## config.mk

```make
export PLATFORM = sky130hd
export DESIGN_NAME = addsub_seq
export DESIGN_NICKNAME = d
export VERILOG_FILES = /design/src/rtl/addsub_seq_pkg.sv /design/src/rtl/chunk_adder.sv /design/src/rtl/addsub_seq.sv
export SDC_FILE = /design/constraint.sdc
export NUM_CORES = 1
export LEC_CHECK = 0
export ABC_AREA = 1
export ABC_CLOCK_PERIOD_IN_PS = 2600
export CELL_PAD_IN_SITES_DETAIL_PLACEMENT = 1
export CELL_PAD_IN_SITES_GLOBAL_PLACEMENT = 1
export CORE_ASPECT_RATIO = 1.4
export CORE_MARGIN = 2
export CORE_UTILIZATION = 36
export CTS_CLUSTER_SIZE = 30
export DETAILED_ROUTE_END_ITERATION = 6
export HOLD_SLACK_MARGIN = 0.15
export PLACE_DENSITY_LB_ADDON = 0.1
export SLEW_MARGIN = 10
export SYNTH_ARGS = -nofsm -noshare
export SYNTH_HDL_FRONTEND = slang
export SYNTH_SLANG_ARGS = --single-unit
```

## constraint.sdc

```tcl
create_clock -name clk -period 2.6 [get_ports clk]
set_input_delay 0.52 -clock clk [delete_from_list [all_inputs] [get_ports clk]]
set_output_delay 0.52 -clock clk [all_outputs]
set_load 0.005 [all_outputs]
```

## src/rtl/addsub_seq_pkg.sv

```systemverilog
// rtl/addsub_seq_pkg.sv - shared types, constants and helpers for addsub_seq
//
// Contents:
//   state_t      : controller states IDLE, RUN, DONE
//   OP_ADD/OP_SUB: encodings of the op input
//   even_parity  : 1 when the operand has an even number of set bits
//                  (operands up to 64 bits; zero-extension keeps parity)
package addsub_seq_pkg;

    typedef enum logic [1:0] {
        IDLE = 2'd0,
        RUN  = 2'd1,
        DONE = 2'd2
    } state_t;

    localparam logic OP_ADD = 1'b0;
    localparam logic OP_SUB = 1'b1;

    function automatic logic even_parity(input logic [63:0] v);
        return ~(^v);
    endfunction

endpackage

```

## src/rtl/chunk_adder.sv

```systemverilog
// rtl/chunk_adder.sv - CHUNK-bit ripple-carry adder built from full adders
//
// Ports:
//   a, b  : CHUNK-bit addends
//   cin   : carry into bit 0
//   sum   : CHUNK-bit sum
//   cout  : carry out of bit CHUNK-1
//   c_top : carry into bit CHUNK-1 (used for signed overflow)
module chunk_adder #(
    parameter int CHUNK = 4
) (
    input  logic [CHUNK-1:0] a,
    input  logic [CHUNK-1:0] b,
    input  logic             cin,
    output logic [CHUNK-1:0] sum,
    output logic             cout,
    output logic             c_top
);

    logic [CHUNK:0] c;

    assign c[0] = cin;

    for (genvar i = 0; i < CHUNK; i++) begin : g_fa
        assign sum[i]   = a[i] ^ b[i] ^ c[i];
        assign c[i + 1] = (a[i] & b[i]) | (c[i] & (a[i] ^ b[i]));
    end

    assign cout  = c[CHUNK];
    assign c_top = c[CHUNK-1];

endmodule

```

## src/rtl/addsub_seq.sv

```systemverilog
// rtl/addsub_seq.sv - multi-cycle chunked adder/subtractor with status flags
//
// Adds (or, with ADDSUB_SEQ_SUB_EN defined, subtracts) two WIDTH-bit operands
// CHUNK bits per clock. Without ADDSUB_SEQ_SUB_EN, op is ignored and the
// block always adds with carry-in 0.
//
// Ports:
//   clk, rst_n          : clock, asynchronous active-low reset
//   in_valid, in_ready  : operand handshake (in_ready high only in IDLE)
//   x, y, op            : operands and operation (0 add, 1 subtract x - y)
//   out_valid, out_ready: result handshake
//   z                   : registered result
//   S, ZR, CY, P, V     : sign, zero, carry (no-borrow), even parity, overflow
module addsub_seq
    import addsub_seq_pkg::*;
#(
    parameter int WIDTH = 16,
    parameter int CHUNK = 4
) (
    input  logic             clk,
    input  logic             rst_n,
    input  logic             in_valid,
    output logic             in_ready,
    input  logic [WIDTH-1:0] x,
    input  logic [WIDTH-1:0] y,
    input  logic             op,
    output logic             out_valid,
    input  logic             out_ready,
    output logic [WIDTH-1:0] z,
    output logic             S,
    output logic             ZR,
    output logic             CY,
    output logic             P,
    output logic             V
);

    localparam int NCHUNK = WIDTH / CHUNK;
    localparam int IDX_W  = (NCHUNK > 1) ? $clog2(NCHUNK) : 1;
    localparam logic [IDX_W-1:0] LAST_IDX = IDX_W'(NCHUNK - 1);

    state_t state_q, state_d;

    // Operand registers shift right by one chunk per RUN cycle so the adder
    // always sees the current chunk in the low bits.
    logic [WIDTH-1:0] x_q, y_q, acc_q, acc_next;
    logic             carry_q;
    logic [IDX_W-1:0] idx_q;

    logic [WIDTH-1:0] y_load;
    logic             cin_load;
    logic [CHUNK-1:0] sum;
    logic             cout, c_top;
    logic             accept, last_chunk;

`ifdef ADDSUB_SEQ_SUB_EN
    assign y_load   = (op == OP_SUB) ? ~y : y;
    assign cin_load = (op == OP_SUB);
`else
    logic unused_op;
    assign unused_op = op;
    assign y_load    = y;
    assign cin_load  = 1'b0;
`endif

    chunk_adder #(.CHUNK(CHUNK)) u_chunk_adder (
        .a     (x_q[CHUNK-1:0]),
        .b     (y_q[CHUNK-1:0]),
        .cin   (carry_q),
        .sum   (sum),
        .cout  (cout),
        .c_top (c_top)
    );

    // Each new chunk enters at the top; after NCHUNK cycles the first chunk
    // has been shifted down to bit 0.
    assign acc_next   = (acc_q >> CHUNK) | (WIDTH'(sum) << (WIDTH - CHUNK));
    assign in_ready   = (state_q == IDLE);
    assign accept     = in_valid && in_ready;
    assign last_chunk = (state_q == RUN) && (idx_q == LAST_IDX);

    always_ff @(posedge clk or negedge rst_n) begin
        if (!rst_n) begin
            state_q <= IDLE;
        end else begin
            state_q <= state_d;
        end
    end

    always_comb begin
        state_d = state_q;
        case (state_q)
            IDLE:    if (in_valid)   state_d = RUN;
            RUN:     if (last_chunk) state_d = DONE;
            DONE:    if (out_ready)  state_d = IDLE;
            default:                 state_d = IDLE;
        endcase
    end

    always_ff @(posedge clk or negedge rst_n) begin
        if (!rst_n) begin
            x_q       <= '0;
            y_q       <= '0;
            acc_q     <= '0;
            carry_q   <= 1'b0;
            idx_q     <= '0;
            z         <= '0;
            S         <= 1'b0;
            ZR        <= 1'b0;
            CY        <= 1'b0;
            P         <= 1'b0;
            V         <= 1'b0;
            out_valid <= 1'b0;
        end else if (accept) begin
            x_q     <= x;
            y_q     <= y_load;
            carry_q <= cin_load;
            idx_q   <= '0;
            acc_q   <= '0;
        end else if (state_q == RUN) begin
            x_q     <= x_q >> CHUNK;
            y_q     <= y_q >> CHUNK;
            acc_q   <= acc_next;
            carry_q <= cout;
            idx_q   <= idx_q + IDX_W'(1);
            if (last_chunk) begin
                z         <= acc_next;
                S         <= acc_next[WIDTH-1];
                ZR        <= (acc_next == '0);
                CY        <= cout;
                P         <= even_parity(64'(acc_next));
                V         <= c_top ^ cout;
                out_valid <= 1'b1;
            end
        end else if ((state_q == DONE) && out_ready) begin
            out_valid <= 1'b0;
        end
    end

endmodule

```

Word level (Yosys, flattened, before mapping) --
Index checks and enable logic that the tools add are counted.
Operators by class: reductions and logical operators 11, mux-type cells 17, equal/unequal tests 6, add/subtract/negate cells 1, bitwise gates (word level) 24
Operators by type and width (count):
- 16-bit 2-to-1 mux | 6
- 64-bit XOR reduction | 1
- 16-bit logical NOT | 1
- 12-bit by 16-bit bitwise OR with 16-bit output | 1
- 2-bit 2-to-1 mux | 5
- 3-bit AND reduction | 3
- 1-bit bitwise XOR | 9
- 1-bit AND | 8
- 2-bit != test, second input constant | 3
- 2-bit case mux with 3 select lines | 1
- 1-bit 2-to-1 mux | 5
- 2-bit equality test, second input constant | 2
- 1-bit bitwise OR | 4
- 2-bit nonzero test | 2
- 1-bit logical AND | 3
- 2-bit by 1-bit adder with 2-bit output, second input constant | 1
- 2-bit by 1-bit equality test with 1-bit output, second input constant | 1
- 2-bit logical NOT | 1
- 1-bit NOT | 2
Word-level totals: logic and storage cells 72, output and inout bits 23, register bits 75, input bits 37

Depth between registers and ports, before layout --
Gate-level depths: netlist (run 1).
word-level depth 11, gate-level depth with buffers 16, gate-level depth less buffers 16

Hierarchy --
A second synthesis (run 1) with hierarchy kept.
Unflattened totals: cell total of the unflattened synthesis 344, area, all modules 3224.3 um^2
Modules (own cells, without submodules):
- addsub_seq | instances 1, area an instance 3114.2 um^2, cells an instance 332
- chunk_adder | instances 1, area an instance 110.1 um^2, cells an instance 12

Least setup slack after synthesis (run 1) --
No wires, ideal clock.
path kind register -> register, start register carry_q, end register P, arrival 2.581 ns, path slack -0.098 ns, buffers on the path 0, period minus slack after synthesis 2.698 ns, cell stages (with the launch flop) 16, path through dfrtp_1 > inv_1 > fa_1 > inv_1 > fa_1 > fa_1 > inv_1 > fa_1 > nand2_1 > nand2_1 > nand2_1 > nand2_1 > nand2_1 > nand3_1 > nand3_1 > nand2_1
Between the ends: word-level cells in the longest chain between the ends 10, elaborated cells between the ends (all ways) 13, those cells by class bitwise (12); reduce/logical (1)
Ends and longest elaborated chain:
- from (decl) | RTL line addsub_seq.sv:46 | logic carry_q;
- from (signal assigned) | RTL line addsub_seq.sv:116 | carry_q <= cin_load;
- from (signal assigned) | RTL line addsub_seq.sv:123 | carry_q <= cout;
- 1-bit AND | RTL line chunk_adder.sv:26 | assign c[i + 1] = (a[i] & b[i]) | (c[i] & (a[i] ^ b[i]));
- 1-bit bitwise OR | RTL line chunk_adder.sv:26
- 1-bit AND | RTL line chunk_adder.sv:26
- 1-bit bitwise OR | RTL line chunk_adder.sv:26
- 1-bit AND | RTL line chunk_adder.sv:26
- 1-bit bitwise OR | RTL line chunk_adder.sv:26
- 1-bit bitwise XOR | RTL line chunk_adder.sv:25 | assign sum[i] = a[i] ^ b[i] ^ c[i];
- 12-bit by 16-bit bitwise OR with 16-bit output (*) | RTL line addsub_seq.sv:76 | assign acc_next = (acc_q >> CHUNK) | (WIDTH'(sum) << (WIDTH - CHUNK));
- 64-bit XOR reduction (*) | RTL line addsub_seq_pkg.sv:20 | return ~(^v);
- 1-bit NOT (*) | RTL line addsub_seq_pkg.sv:20
- to (signal assigned) | RTL line addsub_seq.sv:130 | P <= even_parity(64'(acc_next));
- to (decl) | RTL line addsub_seq.sv:33 | output logic P,
Every way passes the cells marked *; elsewhere a longest branch is shown, timed or not. A chain may end at the register's enable or synchronous reset.

Worst setup path after layout (run 1) --
Ends and elaborated chain as after synthesis.

==> results of run 1 <==
## where the power goes
group	total (mW)	switching (mW)	internal [mW]	leakage, nW
registers	1.80	0.222	1.57	0.894
clock network	1.13	0.434	0.691	0.133
logic	3.65	2.08	1.57	1.05
total	6.57	2.74	3.83	2.08
## worst min path at each step
stage	start	to	depth (start not counted)
2_1_floorplan	rst_n	CY$_DFFE_PN0P_	0
4_1_cts	rst_n	y_q[15]$_DFFE_PN0P_	2
3_3_place_gp	out_valid$_DFFE_PN0P_	out_valid$_DFFE_PN0P_	2
5_1_grt	rst_n	y_q[15]$_DFFE_PN0P_	2
3_5_place_dp	z[1]$_DFFE_PN0P_	z[1]$_DFFE_PN0P_	2
6_report	rst_n	y_q[15]$_DFFE_PN0P_	2
## routing by layer
layer | wire (um) | global-route usage [%]
met1 | 3155 | 19.81
met4 | 219 | 8.829
met2 | 4238 | 29.60
met3 | 245 | 3.561
met5 | 0 | 0
## cell type report
cell class	count	area (um2)	area share (%)
clock inverter	1	5.005	0.1143
tap	107	133.9	3.057
timing repair buffer	75	715.7	16.34
sequential	70	1752	40.00
clock buffer	14	264.0	6.029
inverter	44	167.7	3.829
multi-input combinational	225	1341	30.63
## worst register-to-register path, delay by kind of cell (launching register included)
kind | cells | cell delay [ps]
buffers and inverters | 4 | 330
DFF | 1 | 380
adders and majority gates | 4 | 1390
xor gates and xnor gates | 1 | 150
and+or+nand+nor | 4 | 280
## per-stage QoR
stage	cells	hold slack, ps	setup slack (ps)	setup TNS [ps]	utilization, %
finish	536	188.7	-14.37	-14.37	48.23
global placement	514	457.4	-55.36	-55.36	44.58
detailed placement	514	468.7	-138.9	-138.9	44.58
CTS	533	198.0	13.01	0	47.90
global route	536	223.6	-185.0	-185.0	48.23
floorplan	356	224.4	26.94	0	-
## logic make-up (layout without fill, tap and decap cells)
kind of cell	count (synthesis)	in the layout	share of synthesized area (%)
and+or+nand+nor	156	156	19.77
DFF	70	70	51.74
buffers and inverters	61	134	9.239
AOI/OAI and AO/OA	51	51	12.38
adders and majority gates	12	12	5.322
xor gates and xnor gates	6	6	1.552
## repair_timing
action	in CTS	in global routing
setup buffers	4	3
endpoints found under the setup margin	1	1
pin swaps	6	5
resized for setup	6	4
## placed cells by master, fill, tap and decap left out, types with 3 or more instances in the layout
cell and count:
xnor2_1 3, fa_2 4, nand2_4 3, inv_1 35, nand3_1 37, clkdlybuf4s50_1 57, clkbuf_16 9, o211ai_2 6
buf_4 16, nor2_1 6, o221ai_1 4, o211ai_1 6, clkbuf_1 3, nand2_2 4, nand2_1 102, ha_1 8
o22ai_1 13, inv_2 8, o21ai_2 18, dfrtp_1 70, xor2_1 3
## flip-flops by register name, indices dropped and copies added, names as in the netlist
name	count
carry_q	1
out_valid	1
ZR	1
V	1
CY	1
idx_q	2
y_q	16
P	1
z	16
state_q	2
acc_q	12
x_q	16
==> qor.csv, run 1 <==
metric,value,unit
status,"finished, violations left",
violations,setup timing,
core,9080,um2
drv_cap,0,
post_drt_wl_per_cell,14.66,um
num_antenna_cells,0,
cp.required,2880,ps
n_fill_cell,1030,
reg2reg_setup_slack,-10,ps
chipWidth,85.96,um
grt_pass1_wl,13610,um
reg2reg_to,P$_DFFE_PN0P_,
critPathBufInv,4,
grt_usage,17.24,%
clkTransAtPathRegs,50,ps
numCtsBuffers,9,
hold_class,input pin to async pin,
synth-main-ff-cell,dfrtp_1,
hold_viol_final,0,
cts_root_buf,clkbuf_16,
num-nets-final,474,
cp-endpoint,P$_DFFE_PN0P_,
synth_edf_count,0,
synthTopCellsByArea,"dfrtp_1 (52%), nand2_1 (12%), nand3_1 (5.5%)",
final_layout_size_suffix_gt1_share,17.72,%
synth_seq_cells,70,
ys_top_cells_by_count,"nand2_1 (106), dfrtp_1 (70), inv_1 (41)",
die_h,118.7,um
ir_worst_vdd,0.5314,mV
netlist.area_leader.share,51.74,%
via_per_inst,4.909,
cpPeakStageDelay,470,ps
critPathTopFamily,adder cells,
worstSetupEndpointType,flip-flop,
setup_ws,-14.37,ps
synthCells,356,
vias,2631,
worst_pin_slew,591.8,ps
cellPowerDensity,1501,nW/um2
place_area,4048,um2
dr.pass1.iters,4,
cp_slowest_cell,fa_2,
min_period_over_period,100.6,%
setup_viol,1,
leakagePower,2.077,nW
period_needed,2614,ps
detailed_place_hpwl,5587,um
synth_top_area_cell,dfrtp_1,
start_kind,flip-flop,
start_util,37.29,%
worst-r2r-cell-count,13,
avgSynthCellArea,9.511,um2
htreeDepth,3,
remaining_drc_errors,0,
ios,60,
areaGrowthSynthToFinish,29.34,%
drv_slew,0,
cts_sinks,70,
syn_nets,405,
yosys_warnings,0,
num_rows,41,
r2r-start,carry_q$_DFFE_PN0P_,
async_reset_ff_share,100.0,%
synth_cell_types,27,
p_total,6.572,mW
ctsHoldBuffers,0,
fin_area,4379,um2
path_max_fanout,4,
first_global_vias,2810,
drtIter0Drc,94,
fin_worst_skew,4.940,ps
dieArea,10210,um2
wl,7859,um
path_common_cell,fa_2,
cts_tree,built,
cp.arrival,2890,ps
clk_latency,340,ps
cts_buffer_depth,2,
yosysSeqAreaShare,51.74,%
critPathKind,flip-flop to flip-flop,
grt_max_degree,45,
synth_most_common_cell,nand2_1,
place_congestion,0.7699,
gr-total-overflow,0,
io_buffers,58,
cp_cell_sequence,"inv_2, fa_2, inv_2, fa_2, fa_2, inv_2, fa_2, buf_4, xnor2_1, nand3_1, nand3_1, nand3_1, nand2_1",
critPathLaunch,carry_q$_DFFE_PN0P_,
final_antenna_net_count,0,
relSlewSlack,60.55,%
max_freq,382.5,MHz
cp_num_cells,13,
syn_area,3386,um2
grt_setup_unrepaired,yes,
antenna_found_initial,0,
Note: power is estimated with default switching activity, not from simulation.
==> run 2: changes to the inputs <==
- SLEW_MARGIN: 10 -> unset
==> results of run 2 <==
The final DEF is identical to that of run 1; final timing and power are the same.
